`src/rtl/demux_fifo_l2.sv`:
```
`default_nettype none
// ============================================================================
// demux_fifo_l2 : splits an interleaved 4-lane word stream into 4 lane FIFOs
// Revision      : 1.0
// ============================================================================
module demux_fifo_l2 #(
   parameter int WIDTH     = 8,
   parameter int DEPTH     = 4,
   parameter int AF_THRESH = 3
) (
   input  logic             clk,
   input  logic             reset_L,
   input  logic             valid_in,
   input  logic [WIDTH-1:0] data_in,
   input  logic             pop0,
   input  logic             pop1,
   input  logic             pop2,
   input  logic             pop3,
   output logic [WIDTH-1:0] data_out0,
   output logic [WIDTH-1:0] data_out1,
   output logic [WIDTH-1:0] data_out2,
   output logic [WIDTH-1:0] data_out3,
   output logic             valid_out0,
   output logic             valid_out1,
   output logic             valid_out2,
   output logic             valid_out3,
   output logic             empty0,
   output logic             empty1,
   output logic             empty2,
   output logic             empty3,
   output logic             full0,
   output logic             full1,
   output logic             full2,
   output logic             full3,
   output logic             almost_full,
   output logic             error
);

   localparam int            c_aw    = $clog2(DEPTH);
   localparam int            c_cw    = c_aw + 1;
   localparam logic [c_cw-1:0] c_depth = c_cw'(DEPTH);
   localparam logic [c_cw-1:0] c_af    = c_cw'(AF_THRESH);

   logic [1:0] r_lp;
   logic       r_error;
   logic [3:0] w_pop;
   logic [3:0] w_full;
   logic [3:0] w_empty;
   logic [3:0] w_af;
   logic       w_drop;

   assign w_pop = {pop3, pop2, pop1, pop0};

   genvar gi;
   generate
      for (gi = 0; gi < 4; gi++) begin : g_lane
         logic [WIDTH-1:0] r_mem [DEPTH];
         logic [c_aw-1:0]  r_wr_ptr;
         logic [c_aw-1:0]  r_rd_ptr;
         logic [c_cw-1:0]  r_count;
         logic [WIDTH-1:0] r_data_out;
         logic             r_valid_out;
         logic             w_empty_l;
         logic             w_full_l;
         logic             w_rd;
         logic             w_push;

         assign w_empty_l = (r_count == '0);
         assign w_full_l  = (r_count == c_depth);
         assign w_rd      = w_pop[gi] && !w_empty_l;
         // A full lane still accepts a push when its head leaves in the same cycle.
         assign w_push    = valid_in && (r_lp == 2'(gi)) && (!w_full_l || w_rd);

         always_ff @(posedge clk) begin
            if (w_push) begin
               r_mem[r_wr_ptr] <= data_in;
            end
         end

         always_ff @(posedge clk or negedge reset_L) begin
            if (!reset_L) begin
               r_wr_ptr    <= '0;
               r_rd_ptr    <= '0;
               r_count     <= '0;
               r_data_out  <= '0;
               r_valid_out <= 1'b0;
            end else begin
               if (w_push) begin
                  r_wr_ptr <= r_wr_ptr + c_aw'(1);
               end
               if (w_rd) begin
                  r_rd_ptr   <= r_rd_ptr + c_aw'(1);
                  r_data_out <= r_mem[r_rd_ptr];
               end
               r_valid_out <= w_rd;
               if (w_push && !w_rd) begin
                  r_count <= r_count + c_cw'(1);
               end else if (w_rd && !w_push) begin
                  r_count <= r_count - c_cw'(1);
               end
            end
         end
      end
   endgenerate

   assign w_empty = {g_lane[3].w_empty_l, g_lane[2].w_empty_l, g_lane[1].w_empty_l, g_lane[0].w_empty_l};
   assign w_full  = {g_lane[3].w_full_l,  g_lane[2].w_full_l,  g_lane[1].w_full_l,  g_lane[0].w_full_l};
   assign w_af    = {g_lane[3].r_count >= c_af, g_lane[2].r_count >= c_af,
                     g_lane[1].r_count >= c_af, g_lane[0].r_count >= c_af};

   // A full lane is never empty, so a pop on it is always effective.
   assign w_drop = valid_in && w_full[r_lp] && !w_pop[r_lp];

   always_ff @(posedge clk or negedge reset_L) begin
      if (!reset_L) begin
         r_lp    <= 2'd0;
         r_error <= 1'b0;
      end else begin
         if (valid_in) begin
            r_lp <= r_lp + 2'd1;
         end
         if (w_drop) begin
            r_error <= 1'b1;
         end
      end
   end

   assign data_out0   = g_lane[0].r_data_out;
   assign data_out1   = g_lane[1].r_data_out;
   assign data_out2   = g_lane[2].r_data_out;
   assign data_out3   = g_lane[3].r_data_out;
   assign valid_out0  = g_lane[0].r_valid_out;
   assign valid_out1  = g_lane[1].r_valid_out;
   assign valid_out2  = g_lane[2].r_valid_out;
   assign valid_out3  = g_lane[3].r_valid_out;
   assign empty0      = w_empty[0];
   assign empty1      = w_empty[1];
   assign empty2      = w_empty[2];
   assign empty3      = w_empty[3];
   assign full0       = w_full[0];
   assign full1       = w_full[1];
   assign full2       = w_full[2];
   assign full3       = w_full[3];
   assign almost_full = |w_af;
   assign error       = r_error;

endmodule
`default_nettype wire
```
`config.mk`:
```
export PLATFORM = sky130hd
export DESIGN_NAME = demux_fifo_l2
export DESIGN_NICKNAME = d
export VERILOG_FILES = /design/src/rtl/demux_fifo_l2.sv
export SDC_FILE = /design/constraint.sdc
export NUM_CORES = 1
export LEC_CHECK = 0
export BUFFER_PORTS_ARGS = -buffer_cell sky130_fd_sc_hd__buf_2
export CAP_MARGIN = 20
export CORE_AREA = 2 2 153 155
export CTS_BUF_LIST = sky130_fd_sc_hd__clkbuf_16
export DETAILED_ROUTE_END_ITERATION = 10
export DIE_AREA = 0 0 155 157
export GPL_TIMING_DRIVEN = 0
export PLACE_DENSITY = 0.51
export SLEW_MARGIN = 20
export SYNTH_ARGS = -nofsm -noshare
export SYNTH_HDL_FRONTEND = slang
export SYNTH_SLANG_ARGS = --single-unit
```
`constraint.sdc`:
```
create_clock -name clk -period 3.9 [get_ports clk]
set_clock_uncertainty 0.15 [all_clocks]
set_input_delay 0.195 -clock clk [delete_from_list [all_inputs] [get_ports clk]]
set_output_delay 0.195 -clock clk [all_outputs]
set_load 0.1 [all_outputs]
```
==> impl.org <==
** Die
- Initial Utilization :: 34.6%
- Row generation in the floorplan step produced 55 rows.
- The floorplan step defined a die boundary enclosing 24,300 um2.
- In this run the vertical extent of the chip is 157 um.
- The region available for standard cell placement spans 22,500 um2.
- In this run the horizontal extent of the chip is 155 um.
- Number of I/O pins :: 61

** STA
- Setup Viol. Count Final :: 0
- The smallest clock period supported by the final layout is computed as 2.64 ns.
- Setup repair after global routing left no endpoint under its margin.
- Setup TNS :: 0 ns
- The worst path uses about two thirds of the clock period.
- The hold violation count in the final report was 0.
- For this run, the top clock speed supported by timing is 379 MHz.
- Number of max-slew violations in the final report :: 0
- At the pin with the least slew margin, the transition time is 0.618 ns.
- Tightest slew margin relative to the limit :: 58.8%

** Final layout
- The layout has 2,038 filler cells.
- The post-route netlist has 36.0% of its cells at a drive strength greater than 1.
- The repair_antennas step left the layout with diodes totalling 0.
- Most frequent standard cell in the layout excluding fill and tap cells :: sky130_fd_sc_hd__edfxtp_1
- P&R area growth vs syn :: 17.0%
- Number of nets at the end of the flow :: 536
- Commonest cells after routing, fill and taps aside :: 128 x sky130_fd_sc_hd__edfxtp_1, 67 x sky130_fd_sc_hd__dfrtp_1, 63 x sky130_fd_sc_hd__buf_2, 36 x sky130_fd_sc_hd__mux2_2, 32 x sky130_fd_sc_hd__mux4_2
- Multi-input logic area :: 2150 um2
- Final non-filler cell area :: 9120 um2
- Area taken by flip-flops and latches :: roughly 5500 um2

** Worst setup path
- Biggest cell delay along the critical path :: 0.60 ns
- Of all nets on the critical path, the largest fanout is 8.
- CP top delay family :: simple AND/OR/NAND/NOR gates
- Crit path cell chain :: or4b_1 > and3_1 > buf_6 > ha_1 > inv_1 > fa_1 > mux2_2
- Kind of end point of the critical path :: flip-flop
- The critical path is of the reg -> reg type.
- Startpoint type of the worst setup path :: flip-flop
- Worst path buffer plus inverter count :: 2
- Cell with the biggest individual delay on the critical path :: sky130_fd_sc_hd__or4b_1
- Required time of the critical path :: ~4 ns
- Arrival time at the worst endpoint :: 2.81 ns

** GRT
- Initial antenna violation count :: 0
- Global router's overall resource usage :: 12.7%
- Wire length of the first global-routing pass :: roughly 22,000 um
- Final global-route overflow total :: 0
- The number of global-route vias before repair was about 4,000.
- Maximum number of pins on one net before global-route repair :: 41

** Clock network
- Clock slew at reported path FFs :: 0.08 ns
- In this run, post-CTS repair resized a total of 0 instances.
- CTS placed an instance of sky130_fd_sc_hd__clkbuf_16 at the clock tree root.
- CTS H-tree lvls :: 4
- Number of buffers between clock root and the deepest sink :: 2
- For this design, the sink count on the clock tree is about 200.
- TritonCTS built the clock tree.
- Hold repair after CTS inserted 2 buffers.
- Setup bufs post-CTS :: 0
- Buffers inserted during clock tree synthesis total 17.
- Clock insertion delay at the later pin of the skew report :: 0.43 ns

** Route
- Via count :: 3,671
- The detail route stage leaves a number of antenna-violating nets equal to 0.
- Number of iterations in the first detailed-routing pass :: 4
- Total wirelength of the detailed-routed design :: 14,200 um
- Post-detailed-route wirelength per cell :: around 18 um
- Iter 0 DRT Violations :: 218
- Number of vias per cell :: around 4.6
- After detailed routing, the number of remaining DRC violations is 0.

** Synth
- Distinct cell type count of the synthesized netlist :: 31
- Flip-flop cell with the highest count after synthesis :: sky130_fd_sc_hd__edfxtp_1
- Share of flip-flops with an asynchronous set or reset :: 34.4%
- Count of yosys warnings during synthesis :: 0
- Synthesized area per cell :: 19.0 um2
- Net Count, Synth :: 454
- Flops & latches, synth :: 195
- Summing every instance area after synthesis gives slightly below 8000 um2.
- Summing the sequential cell areas from Yosys gives 70.8% of the chip area.
- The synthesized design contains between 100 and 150 enable-type register cells.
- In the synthesized netlist, the number of instances is 411.

** Placement
- Routability-driven placement finished with a final weighted congestion of 0.728.
- Number of I/O port buffers :: 60
- Hpwl dp :: 9230 um
- After detailed placement, the total cell area comes to 8500 um2.

** Worst hold path
- Class of the tightest hold or removal check :: in -> reg

** Run
- The tool flagged a number of max-cap violations equal to 0.

** Status
- Result of the run :: complete, no violations
-- final timing paths --
kind	depth (start not counted)	start	slack (ns)	end
worst max register to register	7	g_lane[3].r_count[0]	1.26	g_lane[3].r_count[1]
worst max-delay path	7	g_lane[3].r_count[0]	1.26	g_lane[3].r_count[1]
worst min register to register	1	error	0.33	error
min in group asynchronous	2	reset_L	0.08	data_out2[7]
max in group asynchronous	3	reset_L	2.95	g_lane[0].r_wr_ptr[1]
worst min-delay path	1	data_in[2]	0.03	g_lane[1].r_mem[1][2]
-- state kept, by name (all words and copies together) (netlist names) --
signal           flops
data_out0            8
data_out1            8
data_out2            8
data_out3            8
error                1
g_lane.r_count      12
g_lane.r_mem       128
g_lane.r_rd_ptr      8
g_lane.r_wr_ptr      8
r_lp                 2
valid_out0           1
valid_out1           1
valid_out2           1
valid_out3           1
-- synthesized netlist by cell type (6+ instances only) --
cell,number,share of area (%)
sky130_fd_sc_hd__nand2b_1,6,0.48
sky130_fd_sc_hd__xor2_1,9,1.0
sky130_fd_sc_hd__dfrtp_1,67,22
sky130_fd_sc_hd__nand2_1,10,0.48
sky130_fd_sc_hd__mux2_2,36,5.2
sky130_fd_sc_hd__xnor2_1,15,1.7
sky130_fd_sc_hd__mux4_2,32,9.2
sky130_fd_sc_hd__and2_1,12,0.96
sky130_fd_sc_hd__inv_1,14,0.67
sky130_fd_sc_hd__edfxtp_1,128,49
sky130_fd_sc_hd__ha_1,24,3.9
sky130_fd_sc_hd__nor3_1,6,0.39
-- metrics by stage --
stage	instances	hold WS (ns)	util [%]	setup slack (ns)
6_report	791	0.0279	40.5	1.26
5_1_grt	791	0.0164	40.5	1.15
4_1_cts	791	0.0167	40.5	1.26
3_5_place_dp	757	0.00621	37.8	1.28
3_3_place_gp	756	0.304	37.6	1.30
2_1_floorplan	411	-0.251	-	0.667
-- routing by layer --
| metal | wire [um] | global-route usage (%) | up-vias |
|---|---|---|---|
| met5 | 0 | 0 | - |
| met4 | 223 | 4.63 | 0 |
| met3 | 331 | 2.78 | 15 |
| met2 | 7250 | 21.5 | 51 |
| met1 | 6440 | 16.0 | 1908 |
| li1 | - | - | 1697 |
-- worst register-to-register path: stages (launching register included) --
cell                      delay, ns
sky130_fd_sc_hd__dfrtp_1       0.47
sky130_fd_sc_hd__or4b_1        0.60
sky130_fd_sc_hd__and3_1        0.23
sky130_fd_sc_hd__buf_6         0.14
sky130_fd_sc_hd__ha_1          0.20
sky130_fd_sc_hd__inv_1         0.07
sky130_fd_sc_hd__fa_1          0.41
sky130_fd_sc_hd__mux2_2        0.26
-- cells by family (layout without fill, tap and decap cells) --
family          after synthesis  after routing  share of synthesized area (%)
fa+ha+maj                    28             28                           4.88
xor+xnor                     25             25                           2.91
simple gates                 56             56                           4.32
compound gates                9              9                          0.738
buf+inv                      30            125                           1.89
mux                          68             68                           14.4
flops                       195            195                           70.8
-- layout make-up --
type	instances	area share (%)
clock buffer	17	4.66
tap	285	3.91
clock inverter	15	1.91
buffer	12	0.878
multi-input combinational	186	23.5
sequential	195	60.5
inverter	18	0.741
timing repair buffer	63	3.84
Power is left out: the tool's default activity adds up to more than one toggle a clock period on the data nets, which glitch-free logic cannot reach.
